File: src/rtl/e_m_pipe_reg_if.sv
// E->M pipeline register bus: E-stage fields in, M-stage fields and forwarding source out.
// The master drives the E side and observes M; the slave is the pipeline register itself.
interface e_m_pipe_reg_if;
   logic        en;
   logic        flush;
   logic [31:0] E_PC;
   logic [31:0] E_Instr;
   logic [31:0] E_ALUOut;
   logic [31:0] E_RTData;
   logic [4:0]  E_A3;
   logic [1:0]  E_WDSel;
   logic        E_RegWrite;
   logic        E_MemWrite;
   logic [1:0]  E_Tnew;
   logic [31:0] M_PC;
   logic [31:0] M_Instr;
   logic [31:0] M_ALUOut;
   logic [31:0] M_RTData;
   logic [4:0]  M_A3;
   logic [1:0]  M_WDSel;
   logic        M_RegWrite;
   logic        M_MemWrite;
   logic [1:0]  M_Tnew;
   logic [31:0] M_FwdData;
   logic        M_FwdValid;

   modport master (
      output en, flush, E_PC, E_Instr, E_ALUOut, E_RTData, E_A3, E_WDSel,
             E_RegWrite, E_MemWrite, E_Tnew,
      input  M_PC, M_Instr, M_ALUOut, M_RTData, M_A3, M_WDSel, M_RegWrite,
             M_MemWrite, M_Tnew, M_FwdData, M_FwdValid
   );

   modport slave (
      input  en, flush, E_PC, E_Instr, E_ALUOut, E_RTData, E_A3, E_WDSel,
             E_RegWrite, E_MemWrite, E_Tnew,
      output M_PC, M_Instr, M_ALUOut, M_RTData, M_A3, M_WDSel, M_RegWrite,
             M_MemWrite, M_Tnew, M_FwdData, M_FwdValid
   );
endinterface

File: src/rtl/e_m_pipe_reg.sv
// E->M pipeline register of the 5-stage MIPS core: latches ALU result, store data and
// write-back control, ages Tnew, bubbles on flush and exports the M-stage forwarding source.
module e_m_pipe_reg #(
   parameter logic [31:0] PC_RESET  = 32'h0000_3000,
   parameter logic [1:0]  WDSEL_ALU = 2'd0,
   parameter logic [1:0]  WDSEL_MEM = 2'd1,
   parameter logic [1:0]  WDSEL_PC8 = 2'd2
) (
   input logic                clk,
   input logic                reset,
   e_m_pipe_reg_if.slave      bus
);

   logic [31:0] m_pc;
   logic [31:0] m_instr;
   logic [31:0] m_aluout;
   logic [31:0] m_rtdata;
   logic [4:0]  m_a3;
   logic [1:0]  m_wdsel;
   logic        m_regwrite;
   logic        m_memwrite;
   logic [1:0]  m_tnew;

   logic        rw_next;
   logic [1:0]  tnew_next;

   // Writes to $0 are dropped here so $0 can never match a forwarding request.
   assign rw_next   = bus.E_RegWrite & (bus.E_A3 != 5'd0);
   assign tnew_next = (bus.E_Tnew == 2'd0) ? 2'd0 : bus.E_Tnew - 2'd1;

   always_ff @(posedge clk) begin
      if (reset) begin
         m_pc       <= PC_RESET;
         m_instr    <= '0;
         m_aluout   <= '0;
         m_rtdata   <= '0;
         m_a3       <= '0;
         m_wdsel    <= WDSEL_ALU;
         m_regwrite <= 1'b0;
         m_memwrite <= 1'b0;
         m_tnew     <= '0;
      end else if (bus.flush) begin
         // Bubble keeps the PC for later EPC use.
         m_pc       <= bus.E_PC;
         m_instr    <= '0;
         m_aluout   <= '0;
         m_rtdata   <= '0;
         m_a3       <= '0;
         m_wdsel    <= WDSEL_ALU;
         m_regwrite <= 1'b0;
         m_memwrite <= 1'b0;
         m_tnew     <= '0;
      end else if (bus.en) begin
         m_pc       <= bus.E_PC;
         m_instr    <= bus.E_Instr;
         m_aluout   <= bus.E_ALUOut;
         m_rtdata   <= bus.E_RTData;
         m_a3       <= rw_next ? bus.E_A3 : 5'd0;
         m_wdsel    <= bus.E_WDSel;
         m_regwrite <= rw_next;
         m_memwrite <= bus.E_MemWrite;
         m_tnew     <= tnew_next;
      end
   end

   assign bus.M_PC       = m_pc;
   assign bus.M_Instr    = m_instr;
   assign bus.M_ALUOut   = m_aluout;
   assign bus.M_RTData   = m_rtdata;
   assign bus.M_A3       = m_a3;
   assign bus.M_WDSel    = m_wdsel;
   assign bus.M_RegWrite = m_regwrite;
   assign bus.M_MemWrite = m_memwrite;
   assign bus.M_Tnew     = m_tnew;

   // Forwarding is driven from registers only; code 3 falls through to the ALU result.
   assign bus.M_FwdData  = (m_wdsel == WDSEL_PC8) ? m_pc + 32'd8 : m_aluout;
   assign bus.M_FwdValid = m_regwrite & (m_tnew == 2'd0) & (m_wdsel != WDSEL_MEM);

endmodule

File: src/flat_wrapper.sv
// flat-port wrapper written by rule: the top's interface ports become plain ports
module e_m_pipe_reg_flat 
#(
   parameter logic [31:0] PC_RESET  = 32'h0000_3000,
   parameter logic [1:0]  WDSEL_ALU = 2'd0,
   parameter logic [1:0]  WDSEL_MEM = 2'd1,
   parameter logic [1:0]  WDSEL_PC8 = 2'd2
)
  (clk, reset, bus_en, bus_flush, bus_E_PC, bus_E_Instr, bus_E_ALUOut, bus_E_RTData, bus_E_A3, bus_E_WDSel, bus_E_RegWrite, bus_E_MemWrite, bus_E_Tnew, bus_M_PC, bus_M_Instr, bus_M_ALUOut, bus_M_RTData, bus_M_A3, bus_M_WDSel, bus_M_RegWrite, bus_M_MemWrite, bus_M_Tnew, bus_M_FwdData, bus_M_FwdValid);
  e_m_pipe_reg_if bus_i ();
  input logic clk;
  input logic reset;
  input wire logic [$bits(bus_i.en)-1:0] bus_en;
  input wire logic [$bits(bus_i.flush)-1:0] bus_flush;
  input wire logic [$bits(bus_i.E_PC)-1:0] bus_E_PC;
  input wire logic [$bits(bus_i.E_Instr)-1:0] bus_E_Instr;
  input wire logic [$bits(bus_i.E_ALUOut)-1:0] bus_E_ALUOut;
  input wire logic [$bits(bus_i.E_RTData)-1:0] bus_E_RTData;
  input wire logic [$bits(bus_i.E_A3)-1:0] bus_E_A3;
  input wire logic [$bits(bus_i.E_WDSel)-1:0] bus_E_WDSel;
  input wire logic [$bits(bus_i.E_RegWrite)-1:0] bus_E_RegWrite;
  input wire logic [$bits(bus_i.E_MemWrite)-1:0] bus_E_MemWrite;
  input wire logic [$bits(bus_i.E_Tnew)-1:0] bus_E_Tnew;
  output wire logic [$bits(bus_i.M_PC)-1:0] bus_M_PC;
  output wire logic [$bits(bus_i.M_Instr)-1:0] bus_M_Instr;
  output wire logic [$bits(bus_i.M_ALUOut)-1:0] bus_M_ALUOut;
  output wire logic [$bits(bus_i.M_RTData)-1:0] bus_M_RTData;
  output wire logic [$bits(bus_i.M_A3)-1:0] bus_M_A3;
  output wire logic [$bits(bus_i.M_WDSel)-1:0] bus_M_WDSel;
  output wire logic [$bits(bus_i.M_RegWrite)-1:0] bus_M_RegWrite;
  output wire logic [$bits(bus_i.M_MemWrite)-1:0] bus_M_MemWrite;
  output wire logic [$bits(bus_i.M_Tnew)-1:0] bus_M_Tnew;
  output wire logic [$bits(bus_i.M_FwdData)-1:0] bus_M_FwdData;
  output wire logic [$bits(bus_i.M_FwdValid)-1:0] bus_M_FwdValid;
  assign bus_i.en = bus_en;
  assign bus_i.flush = bus_flush;
  assign bus_i.E_PC = bus_E_PC;
  assign bus_i.E_Instr = bus_E_Instr;
  assign bus_i.E_ALUOut = bus_E_ALUOut;
  assign bus_i.E_RTData = bus_E_RTData;
  assign bus_i.E_A3 = bus_E_A3;
  assign bus_i.E_WDSel = bus_E_WDSel;
  assign bus_i.E_RegWrite = bus_E_RegWrite;
  assign bus_i.E_MemWrite = bus_E_MemWrite;
  assign bus_i.E_Tnew = bus_E_Tnew;
  assign bus_M_PC = bus_i.M_PC;
  assign bus_M_Instr = bus_i.M_Instr;
  assign bus_M_ALUOut = bus_i.M_ALUOut;
  assign bus_M_RTData = bus_i.M_RTData;
  assign bus_M_A3 = bus_i.M_A3;
  assign bus_M_WDSel = bus_i.M_WDSel;
  assign bus_M_RegWrite = bus_i.M_RegWrite;
  assign bus_M_MemWrite = bus_i.M_MemWrite;
  assign bus_M_Tnew = bus_i.M_Tnew;
  assign bus_M_FwdData = bus_i.M_FwdData;
  assign bus_M_FwdValid = bus_i.M_FwdValid;
  e_m_pipe_reg #(.PC_RESET(PC_RESET), .WDSEL_ALU(WDSEL_ALU), .WDSEL_MEM(WDSEL_MEM), .WDSEL_PC8(WDSEL_PC8)) u_core (.clk(clk), .reset(reset), .bus(bus_i));
endmodule
File: config.mk
export PLATFORM = sky130hd
export DESIGN_NAME = e_m_pipe_reg_flat
export DESIGN_NICKNAME = d
export VERILOG_FILES = /design/src/rtl/e_m_pipe_reg_if.sv /design/src/rtl/e_m_pipe_reg.sv /design/src/flat_wrapper.sv
export SDC_FILE = /design/constraint.sdc
export NUM_CORES = 1
export LEC_CHECK = 0
export BUFFER_PORTS_ARGS = -buffer_cell sky130_fd_sc_hd__buf_2
export CAP_MARGIN = 20
export CORE_MARGIN = 1.5
export CORE_UTILIZATION = 40
export CTS_BUF_LIST = sky130_fd_sc_hd__clkbuf_4
export DETAILED_ROUTE_END_ITERATION = 10
export GPL_ROUTABILITY_DRIVEN = 1
export PLACE_DENSITY = 0.73
export SLEW_MARGIN = 10
export SYNTH_ARGS = -nofsm -noshare
export SYNTH_HDL_FRONTEND = slang
export SYNTH_SLANG_ARGS = --single-unit
File: constraint.sdc
create_clock -name clk -period 2.35 [get_ports clk]
set_input_delay 0.1175 -clock clk [delete_from_list [all_inputs] [get_ports clk]]
set_output_delay 0.1175 -clock clk [all_outputs]
set_load 0.03 [all_outputs]
* Yosys cells after proc, flatten, opt, wreduce, memory -nomap -nowiden *
Index checks and enable logic that the tools add are counted.
Widths: inputs -> output; s select.

word-level totals
  memories = 0
  input port bits = 143
  latch bits = 0
  output and inout port bits = 172
  bits in read-only memories = 0
  flip-flop bits (word level) = 139
  RAM bits = 0

operators by class
  $add $sub $neg = 2
  div/mod/pow operators = 0
  order comparisons = 0
  muxes and demuxes = 5
  shift-type cells = 0
  equality and inequality tests = 2
  bitwise gates (word level) = 3
  multipliers = 0
  reductions and logical operators = 5

operators by type and width
  kind                   number
  $mux 32                3
  $add 32x4->32 const B  1
  $mux 5                 1
  $reduce_bool 5->1      1
  $logic_not 2->1        2
  $and 1x1->1            3
  $eq 2x2->1 const B     1
  $mux 2                 1
  $ne 2x1->1 const B     1
  $reduce_bool 2->1      1
  $reduce_or 2->1        1
  $sub 2x1->2 const B    1

* Logic depth before layout (Yosys ltp) *
Gate-level depths: netlist of the first run.

  depth in word-level cells = 3
  gate-level depth with buffers = 6
  gate-level depth less buffers = 5

* Worst setup path before layout of the first run *
OpenSTA, ideal clock, no wires.

  kind = register to output
  start point = register u_core.m_pc[8], in the netlist u_core.bus.M_PC[8]
  end point = output port bus_M_FwdData[28]
  required time = 2.233 ns
  buffers on the path = 1
  cell stages (with the launch flop) = 6
  slack = -0.311 ns
  data arrival time = 2.543 ns
  path through = dfxtp_1 -> nand3_1 -> or4_4 -> buf_6 -> or4_1 -> a31oi_1

on the way
  word-level cells in the longest chain between the ends = 2

ends and longest elaborated chain
  what                    line                source
  start, declared         e_m_pipe_reg.sv:14  logic [31:0] m_pc;
  start signal, assigned  e_m_pipe_reg.sv:44  m_pc <= bus.E_PC;
  start signal, assigned  e_m_pipe_reg.sv:54  m_pc <= bus.E_PC;
  $add 32x4->32           e_m_pipe_reg.sv:77  assign bus.M_FwdData = (m_wdsel == WDSEL_PC8) ? m_pc + 32'd8 : m_aluout;
  $mux 32                 e_m_pipe_reg.sv:77
  end, declared           flat_wrapper.sv:33  output wire logic [$bits(bus_i.M_FwdData)-1:0] bus_M_FwdData;

Every way passes these cells.

* Worst setup path in the final report of the first run *
  start point = register u_core.m_pc[13], in the netlist u_core.bus.M_PC[13]
  end point = output port bus_M_FwdData[23]

Same word-level chain as after synthesis.

==> run summary, run 1 <==
grt total ovfl - 0
post-synthesis sequential area ratio - 47.90%
final hold violations - 0
arrival time worst endpoint - 2520 ps
Finished Cell Area - 0.01050 mm²
first-pass GRT wire length - 35.62 mm
Routed Antenna Nets - 0
worst skew pair latency - 540 ps
Synth warnings - 0
worst min path class - input port to flop
slowest CP cell - or4_4
# Max-Cap Violations - 0
Layout Skew - 0 ps
share of layout cells above drive strength 1 - 41.11%
RSZ-0062 raised after global routing - true
Mapped Cells - 667
via count - 7141
critical path's most frequent cell - or4_4
Tot Pwr - 5.540 mW
Layout Utilization - 74.80%
cts bufs inserted - 17
worst path cell trace - nand4_4, or4_4, or4_4, a31oi_4, buf_6
initial core utilization - 41.37%
Die Area - 0.01525 mm²
clock root cell - clkbuf_4
crit path kind - flop to output port
Syn Std Cell Area - 0.005809 mm²
Syn Nets - 811
Clock Sinks - 139
Synth async-reset ratio - 0%
Req. time, crit path - 2230 ps
Pwr Density - 527.4 mW/mm²
Post-Syn Area per Cell - 8.710 µm²
pin count of the biggest net entering global routing - 95
Post-synth top flop - dfxtp_1
synth unique cells - 32
run status - complete, but fails checks
clock period minus worst slack - 2635 ps
GP Congestion - 0.8901
crit path capture type - output port
P_leak - 4.976 nW
Area contributors post-synth - dfxtp_1, mux2i_1, nor2_1
Placed Instances - 1135
worst-margin pin slew - 763.4 ps
hold slack - 32.10 ps
Die X - 123.5 µm
cell taking the most area after synthesis - dfxtp_1
Final #Nets - 1320
Startpoint Class - flop
hpwl dp - 13.38 mm
final WL - 24.53 mm
commonest non-fill, non-tap cell in the layout - buf_2
final worst slack - -285.2 ps
Tot GR Track Use - 30.65%
Slew HR - 49.11%
Syn-to-layout area delta - 80.81%
VDD IR max - 0.3887 mV
IO buf count - 314
fin. max-slew vios - 0
final setup TNS - -2787 ps
CTS H-tree depth - 4
Core Area - 0.01404 mm²
most frequent cells in the layout - buf_2, dlygate4sd3_1, nor2_1, dfxtp_1
TritonCTS clock tree - done
number of global-route vias before repair - 6897
final setup violation count - 13
CTS clk-pin slew, worst paths - 120 ps
die height - 123.5 µm
DR vias/cell - 5.216
DRC viols - 0
drt first pass iters - 5
post-synthesis register bit count - 139
initial antenna violation count - 2
slowest stage delay, CP - 600 ps
Final Non-Filler Cells - 1369
starting DRC count in detailed routing - 420
ratio of final minimum period to clock period - 112.1%
Yosys top cell area share - 47.90%
Longest Clk Path Bufs - 2
pre-CTS setup slack - 84.08 ps
post-place instance area - 0.007762 mm²
# IOs - 315
Fmax - 379.5 MHz
worst-path maximum fanout - 6
DR WL/cell - 17.92 µm
Cell Rows - 43
failing checks - negative setup slack
EDFF count, synth - 0
## repair_timing
action | 4_1_cts | 5_1_grt
gates cloned | 3 | 1
setup endpoints to repair | 18 | 21
setup buffers | 27 | 7
pin swaps | 30 | 11
gates resized for setup | 111 | 33
hold buffers | 165 | 0
hold endpoints to repair | 139 | 0
## state kept, by name, summed over array words and instances (netlist names)
| name | flops |
|---|---|
| u_core.bus.M_A3 | 5 |
| u_core.bus.M_ALUOut | 32 |
| u_core.bus.M_Instr | 32 |
| u_core.bus.M_MemWrite | 1 |
| u_core.bus.M_PC | 32 |
| u_core.bus.M_RTData | 32 |
| u_core.bus.M_RegWrite | 1 |
| u_core.bus.M_Tnew | 2 |
| u_core.bus.M_WDSel | 2 |
## kinds of logic (layout without fill, tap and decap cells)
group	Yosys count	count (layout)	synth area share, %
muxes	99	99	17.06
DFF	139	139	47.90
AOI/OAI and AO/OA	80	80	7.775
adders and majority gates	1	1	0.2153
xor gates and xnor gates	12	12	1.809
and+or+nand+nor	286	289	21.88
buffers and inverters	50	567	3.360
other	0	2	0
## area by class of cell
cell class,instances,area [µm²]
Timing Repair Buffer,535,3817
Fill cell,864,3538
Multi-Input combinational cell,481,3288
Sequential cell,139,2851
Tap cell,180,225.2
Clock inverter,12,173.9
Clock buffer,18,135.1
Inverter,2,7.507
Antenna cell,2,5.005
## power by group
part,total [mW],internal [mW],switching [mW]
clock network,1.75,0.841,0.912
logic,1.26,0.576,0.685
registers,2.53,2.45,0.0800
total,5.54,3.86,1.68
## metal layers
| layer | GRT usage, % | share of wire, % |
|---|---|---|
| met5 | 0 | 0 |
| met4 | 17.10 | 5.1 |
| met3 | 8.210 | 7.4 |
| met2 | 52.88 | 49 |
| met1 | 34.18 | 38 |
## critical path, delay by kind of cell, from the launching register on
| family | cells | cell delay, ps |
|---|---|---|
| DFF | 1 | 380 |
| AOI/OAI and AO/OA | 1 | 160 |
| and+or+nand+nor | 3 | 1270 |
| buffers and inverters | 1 | 150 |
## cell usage after synthesis (4+ instances only)
cell      number
a31oi_1       13
nand2_1      102
xnor2_1        5
xor2_1         7
nor2_1       114
clkbuf_1      37
mux2i_1       99
and3_1         4
o21ai_0       15
dfxtp_1      139
nand2b_1       9
a21oi_1       38
nand4_1        8
nand3_1       15
or4_1         15
o31ai_1       11
buf_1         10
## final timing paths
check                                  to               startpoint  depth (start not counted)  slack [ps]
setup / recovery        bus_M_FwdData[23]      u_core.bus.M_PC[13]                          5        -290
hold / removal    u_core.bus.M_ALUOut[19]                   bus_en                          3          30
setup reg to reg  u_core.bus.M_ALUOut[28]  u_core.bus.M_ALUOut[28]                          3        1030
hold reg to reg        u_core.bus.M_A3[0]       u_core.bus.M_A3[0]                          2         480
Power figures use the tool's default switching activity.
==> run 2: changes to the inputs <==
- clock period: 2.35 -> 3.3 ns (I/O delays scaled with it)
==> run summary, run 2 (same netlist as run 1, synthesis figures left out) <==
worst-margin pin slew - 856.2 ps
share of layout cells above drive strength 1 - 31.99%
Worst R2R Start - u_core.bus.M_PC[19]
Longest Clk Path Bufs - 2
P_leak - 4.518 nW
pin count of the biggest net entering global routing - 55
Clk network pwr share - 30.8%
worst path cell trace - nand4_2, or4_4, or4_1, a31oi_1, buf_2
Final #Nets - 1249
hpwl dp - 13.27 mm
final setup violation count - 0
DR top layer - met4
sw frac - 30.25%
VDD IR max - 0.2578 mV
initial core utilization - 41.37%
ratio of final minimum period to clock period - 93.52%
Startpoint Class - flop
slowest stage delay, CP - 700 ps
Tot GR Track Use - 26.93%
Reg-to-Reg End - u_core.bus.M_PC[19]
TritonCTS clock tree - done
crit path capture type - output port
arrival time worst endpoint - 2920 ps
die height - 123.5 µm
worst skew pair latency - 530 ps
Req. time, crit path - 3130 ps
worst-path maximum fanout - 24
# Max-Cap Violations - 0
fin. max-slew vios - 0
Cell Rows - 43
Fmax - 324.0 MHz
first-pass GRT wire length - 31.48 mm
clock period minus worst slack - 3086 ps
RSZ-0062 raised after global routing - false
Slew HR - 42.78%
# IOs - 315
most frequent cells in the layout - buf_2, dlygate4sd3_1, dfxtp_1
Metal-1 WL - 8.201 mm
clock root cell - clkbuf_4
cts bufs inserted - 17
grt total ovfl - 0
CTS clk-pin slew, worst paths - 120 ps
Layout Skew - 0 ps
slowest CP cell - or4_4
GP Congestion - 0.7984
crit path from - u_core.bus.M_PC[11]
starting DRC count in detailed routing - 267
P_sw - 1.122 mW
drt first pass iters - 5
DR vias/cell - 5.015
Post-CTS Setup Bufs - 0
Routed Antenna Nets - 0
DR WL/cell - 16.28 µm
Worst setup endpoint - bus_M_FwdData[29]
met3 routed WL - 1.565 mm
via count - 6504
Seq pwr share - 48.7%
FF-to-FF path depth - 2
Die Area - 0.01525 mm²
initial antenna violation count - 1
number of global-route vias before repair - 6367
Layout Utilization - 65.74%
final setup TNS - 0 ps
DRC viols - 0
Core Area - 0.01404 mm²
final WL - 21.12 mm
combinational share of power - 20.5%
CTS H-tree depth - 4
commonest non-fill, non-tap cell in the layout - buf_2
Die X - 123.5 µm
Clock Sinks - 139
final hold violations - 0
run status - completed
IO buf count - 314
reg2reg setup slack - 2490 ps
met2 WL - 10.83 mm
Int Pwr - 2.586 mW
crit path kind - flop to output port
Syn-to-layout area delta - 58.91%
worst min path class - input port to flop
Pwr Density - 401.6 mW/mm²
run 2: changes by cell type in the layout (fill, tap and decap cells not counted), moves of 14 or more:
cell / previous run / this run
or4_4: 15 / 1
buf_6: 23 / 1
dfxtp_4: 14 / 0
buf_2: 294 / 313
dfxtp_1: 112 / 139
dlygate4sd3_1: 165 / 145
buf_4: 50 / 8
run 2: stage by stage:
stage | power, mW | std cells | area, µm² | setup WS, ps | hold WS [ps]
2_1_floorplan | 2.218 | 667 | 5809 | 591.7 | 270.9
3_3_place_gp | 2.442 | 1121 | 7497 | 861.9 | 380.7
3_5_place_dp | 2.451 | 1121 | 7497 | 842.4 | 387.4
4_1_cts | 3.712 | 1296 | 9229 | 226.3 | 20.88
5_1_grt | 3.864 | 1297 | 9231 | 31.42 | 28.46
6_report | 3.708 | 1297 | 9231 | 214.0 | 60.27
run 2: critical path: cells and delay by family, from the launching register on:
family / cells / cell delay [ps]
AOI/OAI and AO/OA: 1 / 240
DFF: 1 / 500
buffers and inverters: 1 / 240
and+or+nand+nor: 3 / 1400
run 2: power groups by stage:
stage	Sequential [mW]	Clock [mW]	Combinational, mW
final	1.81	1.14	0.758
after global routing	1.82	1.24	0.810
after CTS	1.80	1.16	0.744
after detailed placement	1.84	0	0.610
after global placement	1.84	0	0.604
after floorplan	1.96	0	0.255
run 2: per-layer routing:
layer,GRT usage [%],vias to the layer above
li1,-,3167
met1,28.69,3011
met2,50.07,283
met3,7.288,43
met4,10.85,0
met5,0,-
run 2: what timing repair did:
action | 4_1_cts | 5_1_grt
hold buffers | 145 | 0
resized for setup | 0 | 0
hold endpoints to repair | 139 | 0
run 2: final cells by class:
type                       count  area [µm²]
fill                        1107        4811
timing repair buffer         467        3089
multi-input combinational    478        2844
sequential                   139        2783
tap                          180       225.2
clock inverter                13       152.6
clock buffer                  17       127.6
inverter                       2       7.507
antenna                        1       2.502
run 2: how the worst min path moves through the flow:
stage / start / depth (start not counted) / to / slack [ps]
6_report: bus_en / 3 / u_core.bus.M_Tnew[1] / 60
5_1_grt: bus_en / 3 / u_core.bus.M_Tnew[1] / 30
4_1_cts: bus_en / 3 / u_core.bus.M_Tnew[1] / 20
3_5_place_dp: bus_E_PC[13] / 3 / u_core.bus.M_PC[13] / 390
3_3_place_gp: bus_E_PC[13] / 3 / u_core.bus.M_PC[13] / 380
2_1_floorplan: reset / 1 / u_core.bus.M_PC[12] / 270
